`config.mk`:
```
export PLATFORM = sky130hd
export DESIGN_NAME = corner_stream_collector
export DESIGN_NICKNAME = d
export VERILOG_FILES = /design/src/rtl/corner_stream_collector.sv
export SDC_FILE = /design/constraint.sdc
export NUM_CORES = 2
export LEC_CHECK = 0
export CAP_MARGIN = 30
export CORE_MARGIN = 3
export CORE_UTILIZATION = 60
export CTS_CLUSTER_DIAMETER = 60
export CTS_CLUSTER_SIZE = 12
export DETAILED_ROUTE_END_ITERATION = 6
export PLACE_DENSITY_LB_ADDON = 0.08
export SETUP_SLACK_MARGIN = 0.4
export SYNTH_ARGS = -nofsm -noshare
export SYNTH_HDL_FRONTEND = slang
export SYNTH_SLANG_ARGS = --single-unit
```
`constraint.sdc`:
```
create_clock -name clk -period 6.65 [get_ports clk]
set_clock_uncertainty 0.1 [all_clocks]
set_input_delay 1.33 -clock clk [delete_from_list [all_inputs] [get_ports clk]]
set_output_delay 1.33 -clock clk [all_outputs]
set_load 0.02 [all_outputs]
```
`src/rtl/corner_stream_collector.sv`:
```
// Collects post-NMS corner coordinates from the raster stream into a FIFO,
// closing each frame with an end-of-frame token that carries its corner count.
module corner_stream_collector #(
  parameter  int COL_NUM     = 640,
  parameter  int ROW_NUM     = 480,
  parameter  int COORD_WIDTH = 10,
  parameter  int FIFO_DEPTH  = 64,
  parameter  int DROP_WIDTH  = 16,
  localparam int LEVEL_W     = $clog2(FIFO_DEPTH) + 1
) (
  input  logic                     clk,
  input  logic                     rst,
  input  logic                     ce,
  input  logic                     iscorner,
  input  logic [COORD_WIDTH-1:0]   x_coord,
  input  logic [COORD_WIDTH-1:0]   y_coord,
  output logic                     m_valid,
  input  logic                     m_ready,
  output logic [2*COORD_WIDTH-1:0] m_data,
  output logic                     m_eof,
  output logic                     overflow,
  input  logic                     clr_ovf,
  output logic [DROP_WIDTH-1:0]    drop_cnt,
  output logic [LEVEL_W-1:0]       fifo_level
);

  localparam int DATA_W = 2 * COORD_WIDTH;
  localparam int PTR_W  = $clog2(FIFO_DEPTH);

  localparam logic [COORD_WIDTH-1:0] LAST_X      = COORD_WIDTH'(COL_NUM - 1);
  localparam logic [COORD_WIDTH-1:0] LAST_Y      = COORD_WIDTH'(ROW_NUM - 1);
  localparam logic [LEVEL_W-1:0]     FULL_LEVEL  = LEVEL_W'(FIFO_DEPTH);
  localparam logic [LEVEL_W-1:0]     CORNER_MAX  = LEVEL_W'(FIFO_DEPTH - 2);

  typedef struct packed {
    logic              eof;
    logic [DATA_W-1:0] data;
  } entry_t;

  // Registered raster sample; all write decisions act on this stage.
  logic                   s_ce;
  logic                   s_corner;
  logic [COORD_WIDTH-1:0] s_x;
  logic [COORD_WIDTH-1:0] s_y;

  logic              hold_valid;
  logic [DATA_W-1:0] hold_data;
  logic              token_pending;
  logic [DATA_W-1:0] frame_cnt;

  entry_t           mem [FIFO_DEPTH];
  logic [PTR_W-1:0] wr_ptr;
  logic [PTR_W-1:0] rd_ptr;

  logic              wr_en;
  entry_t            wr_entry;
  logic              hold_load;
  logic              hold_clear;
  logic              drop;
  logic              token_pending_nxt;
  logic [DATA_W-1:0] frame_cnt_nxt;
  logic              corner_room;
  logic              token_room;
  logic              pop;
  logic              frame_end;
  logic [DATA_W-1:0] frame_cnt_inc;
  entry_t            rd_entry;

  always_ff @(posedge clk or negedge rst) begin
    if (!rst) begin
      s_ce     <= 1'b0;
      s_corner <= 1'b0;
      s_x      <= '0;
      s_y      <= '0;
    end else begin
      // NOTE: sequential state always uses non-blocking assignments so every
      // register samples pre-edge values regardless of statement order.
      s_ce     <= ce;
      s_corner <= ce & iscorner;
      s_x      <= x_coord;
      s_y      <= y_coord;
    end
  end

  assign corner_room   = (fifo_level <= CORNER_MAX);
  assign token_room    = (fifo_level != FULL_LEVEL);
  assign frame_end     = s_ce && (s_x == LAST_X) && (s_y == LAST_Y);
  assign frame_cnt_inc = (frame_cnt == '1) ? frame_cnt : frame_cnt + DATA_W'(1);

  // Single write port: pending token, then held corner, then new corner.
  always_comb begin
    // NOTE: every output of this block gets a default first so no path can
    // leave a signal unassigned and infer a latch.
    wr_en             = 1'b0;
    wr_entry          = '0;
    hold_load         = 1'b0;
    hold_clear        = 1'b0;
    drop              = 1'b0;
    token_pending_nxt = token_pending;
    frame_cnt_nxt     = frame_cnt;

    if (token_pending) begin
      if (token_room) begin
        wr_en             = 1'b1;
        wr_entry          = '{eof: 1'b1, data: frame_cnt};
        token_pending_nxt = 1'b0;
        frame_cnt_nxt     = '0;
      end
      // Port stays reserved for the token; a new-frame corner waits or drops.
      if (s_corner) begin
        if (!hold_valid) hold_load = 1'b1;
        else             drop      = 1'b1;
      end
    end else if (hold_valid) begin
      hold_clear = 1'b1;
      if (corner_room) begin
        wr_en         = 1'b1;
        wr_entry      = '{eof: 1'b0, data: hold_data};
        frame_cnt_nxt = frame_cnt_inc;
      end else begin
        drop = 1'b1;
      end
      if (s_corner) hold_load = 1'b1;
    end else if (s_corner) begin
      if (corner_room) begin
        wr_en         = 1'b1;
        wr_entry      = '{eof: 1'b0, data: {s_y, s_x}};
        frame_cnt_nxt = frame_cnt_inc;
      end else begin
        drop = 1'b1;
      end
    end

    if (frame_end) token_pending_nxt = 1'b1;
  end

  always_ff @(posedge clk or negedge rst) begin
    if (!rst) begin
      hold_valid    <= 1'b0;
      hold_data     <= '0;
      token_pending <= 1'b0;
      frame_cnt     <= '0;
    end else begin
      token_pending <= token_pending_nxt;
      frame_cnt     <= frame_cnt_nxt;
      if (hold_load) begin
        hold_valid <= 1'b1;
        hold_data  <= {s_y, s_x};
      end else if (hold_clear) begin
        hold_valid <= 1'b0;
      end
    end
  end

  // A drop in the same cycle as a clear leaves a fresh count of one.
  always_ff @(posedge clk or negedge rst) begin
    if (!rst) begin
      overflow <= 1'b0;
      drop_cnt <= '0;
    end else if (clr_ovf) begin
      overflow <= drop;
      drop_cnt <= DROP_WIDTH'(drop);
    end else if (drop) begin
      overflow <= 1'b1;
      if (drop_cnt != '1) drop_cnt <= drop_cnt + DROP_WIDTH'(1);
    end
  end

  assign pop = m_valid & m_ready;

  // NOTE: storage array is not reset; only pointers and level are, and the
  // output mux hides stale contents while the FIFO is empty.
  always_ff @(posedge clk) begin
    if (wr_en) mem[wr_ptr] <= wr_entry;
  end

  always_ff @(posedge clk or negedge rst) begin
    if (!rst) begin
      wr_ptr     <= '0;
      rd_ptr     <= '0;
      fifo_level <= '0;
    end else begin
      if (wr_en) wr_ptr <= wr_ptr + PTR_W'(1);
      if (pop)   rd_ptr <= rd_ptr + PTR_W'(1);
      case ({wr_en, pop})
        2'b10:   fifo_level <= fifo_level + LEVEL_W'(1);
        2'b01:   fifo_level <= fifo_level - LEVEL_W'(1);
        default: fifo_level <= fifo_level;
      endcase
    end
  end

  assign rd_entry = mem[rd_ptr];
  assign m_valid  = (fifo_level != '0);
  assign m_data   = m_valid ? rd_entry.data : '0;
  assign m_eof    = m_valid ? rd_entry.eof  : 1'b0;

endmodule

```
==> impl_metrics.yaml <==
outcome:
  outcome: "finished clean"
worst_setup_path:
  path_cells: "and2_2 > nand2_2 > buf_4 > o22ai_1 > a211oi_1 > nand2_1 > a22o_1 > clkdlybuf4s50_1"
  cp.arrival_ns: 4.61
  worst_path_largest_cell_delay_ns: 0.61
  worst-path-buf-inv: 2
  critPathTopFamily: "simple AND/OR/NAND/NOR gates"
  required_ns: 5.22
  critPathMaxFanout: 21
  cp_slowest_cell: "dfrtp_1"
  worstSetupPathType: "flop to output port"
  crit_path_end_kind: "output port"
  startpoint_type: "flop"
route:
  via_per_inst: 6.770
  wl_mm: 135.9
  via_count: 28787
  drc: 0
  drtIter0Drc: 3412
  drtPass1Iterations: 5
  final_antenna_net_count: 0
  wl_per_cell_um: 31.97
synthesis:
  syn_nets: 2833
  async_flop_share_pct: 6.925
  avgSynthCellArea_um2: 20.07
  yosys_register_bits: 1444
  seq_area_frac_synth_pct: 76.26
  ys.warnings.count: 0
  yosys-top-cells-area: "edfxtp_1 (72%), mux4_2 (10%), dfrtp_1 (4.5%), mux2i_1 (3.1%), a22oi_1 (0.92%)"
  netlist_instances: 2800
  synth_cell_types: 66
  yosys.area.top_type_share_pct: 71.81
  yosysTopAreaCell: "edfxtp_1"
  synth.cell_area_um2: 56210
  yosys_most_used_dff: "edfxtp_1"
  synth_edf_count: 1344
clock_tree:
  cts_made_buffers: 140
  cts_hold_buf: 0
  cts_tree: "built"
  clk_pin_slew_ns: 0.06
  htreeDepth: 4
  cts_sinks: 1444
  clock_path_buffers: 3
  clock_latency_ns: 0.74
  root_buffer: "clkbuf_16"
pwr:
  sw_frac_of_total_pct: 31.60
  leakagePower_nw: 20.70
  p_switching_mw: 7.986
  p_clk_share_pct: 28.3
  p_per_area_nw_per_um2: 399.5
  sequentialPowerShare_pct: 41.6
  comb_power_share_pct: 30.0
  p_int_mw: 17.29
  ir_worst_vdd_uv: 513.7
sta:
  rsz0062_at_grt: "no"
  hold_viol_final: 0
  timing.final.crit_share_pct: 90.84
  drv_slew: 0
  worst_pin_slew_ns: 1.067
  maxSlewHeadroom_pct: 28.68
  setup_violations: 0
  period_minus_slack_ns: 6.041
  setup_tns_ns: 0
  timing.fmax_ghz: 0.1655
global_routing:
  grt.total_usage_pct: 28.39
  gr-total-overflow: 0
  antenna_found_initial: 2
  grt_max_degree: 72
  grt_pass1_vias: 29079
  grt_pass1_wl_mm: 199.6
die:
  initial_core_util_pct: 60.95
  dieArea_um2: 97380
  rows: 111
  die_y_um: 312.1
  io_pins: 72
  dieWidth_um: 312.1
  design.core.area_um2: 92220
job:
  maxCapViolations: 0
min_path:
  min_path_type: "flop to flop"
placed_design:
  dp.cells: 4055
  io_buffers: 71
  gp_congestion: 0.8347
  place_hpwl_mm: 76.67
layout:
  nFillCells: 5811
  syn_to_final_growth_pct: 12.54
  instances_no_fill: 4252
  final_layout_size_suffix_gt1_share_pct: 22.84
  fin_nets: 2992
## what timing repair did
action / CTS / global route
endpoints found under the setup margin: 0 / 6
setup buffers: 0 / 2
resized for setup: 0 / 1
## placed cells by master, fill, tap and decap left out, drive strengths merged, types with 44 or more instances in the layout
cell type / n
a21oi: 80
a22o: 53
a22oi: 70
buf: 118
clkbuf: 181
clkdlybuf4s50: 70
dfrtp: 100
edfxtp: 1344
mux2i: 172
mux4: 252
nand2: 58
nor2: 108
o22ai: 44
## cells in the mapped netlist (6+ instances only)
cell,count
inv_1,7
clkbuf_1,84
nor2b_1,10
buf_2,48
nand3_1,23
a2111oi_2,10
nand3b_1,6
xor2_1,21
edfxtp_1,1344
mux2i_1,172
a211oi_2,10
dfrtp_1,100
a21oi_1,80
buf_4,11
mux4_2,252
buf_1,11
o21ai_0,30
nand2_1,58
xnor2_1,24
o22ai_1,44
nor3_1,15
ha_1,7
a22o_1,53
o221ai_1,42
a211oi_1,23
a22oi_1,69
buf_6,18
mux2_2,23
a2111oi_0,12
nand4_1,21
nor2_1,108
## power by group through the flow
stage                     clock, mW  combinational (mW)  sequential [mW]
after floorplan                   0                4.88             10.5
after global placement            0                7.37             10.7
after detailed placement          0                7.46             10.7
after CTS                      7.26                7.48             10.6
after global routing           7.60                7.96             10.5
final                          7.16                7.59             10.5
## cell type report
type                            count  area, µm²  area share [%]
Antenna cell                        1      2.502        0.003956
Clock buffer                      181       3859           6.100
Clock inverter                     10      91.34          0.1444
Inverter                            8      30.03         0.04747
Multi-Input combinational cell   1176      13020           20.58
Sequential cell                  1444      42880           67.79
Tap cell                         1243       1555           2.459
Timing Repair Buffer              189       1818           2.874
## per-layer routing
metal  up-vias  GRT usage [%]  wire [µm]
li1      11867              -          -
met1     15279          41.46      53910
met2      1444          44.74      65830
met3       195          6.246      13480
met4         2          6.741       2722
met5         -              0         11
## flip-flops by register name, indices dropped and copies added, names as in the netlist
signal and cells:
drop_cnt 16, fifo_level 7, frame_cnt 20, hold_data 20
hold_valid 1, mem 1344, overflow 1, rd_ptr 6
s_ce 1, s_corner 1, s_x 10, s_y 10
token_pending 1, wr_ptr 6
## cells by family after synthesis
family,count (synthesis),synth area share (%)
DFF,1444,76.26
muxes,448,13.64
and+or+nand+nor,284,2.433
adders and majority gates,8,0.1736
xor gates and xnor gates,45,0.7012
buffers and inverters,180,1.623
AOI/OAI and AO/OA,391,5.169
## final timing paths
| kind | startpoint | end | slack (ns) | depth (start not counted) |
|---|---|---|---|---|
| worst max-delay path | rd_ptr[3]$_DFFE_PN0P_ | m_data[9] | 0.61 | 8 |
| worst min-delay path | hold_data[17]$_DFFE_PN0P_ | hold_data[17]$_DFFE_PN0P_ | 0.41 | 1 |
| worst max register to register | fifo_level[0]$_DFFE_PN0P_ | mem[11][10]$_DFFE_PP_ | 2.33 | 7 |
| worst min register to register | hold_data[17]$_DFFE_PN0P_ | hold_data[17]$_DFFE_PN0P_ | 0.41 | 1 |
| max in group asynchronous | rst | drop_cnt[9]$_DFFE_PN0P_ | 4.72 | 2 |
| min in group asynchronous | rst | s_y[2]$_DFF_PN0_ | 0.54 | 1 |
## stage by stage
stage	total power, mW	worst slack [ns]	util (%)	hold slack, ns	cell area, µm²
after floorplan	15.38	1.712	-	0.3797	56210
after global placement	18.10	1.264	64.12	0.3889	59130
after detailed placement	18.21	1.272	64.21	0.3936	59220
after CTS	25.30	0.4675	68.50	0.4064	63170
after global routing	26.10	0.4964	68.59	0.4252	63250
final	25.27	0.6094	68.59	0.4053	63250
No activity file was read; power rests on OpenSTA's default activity.
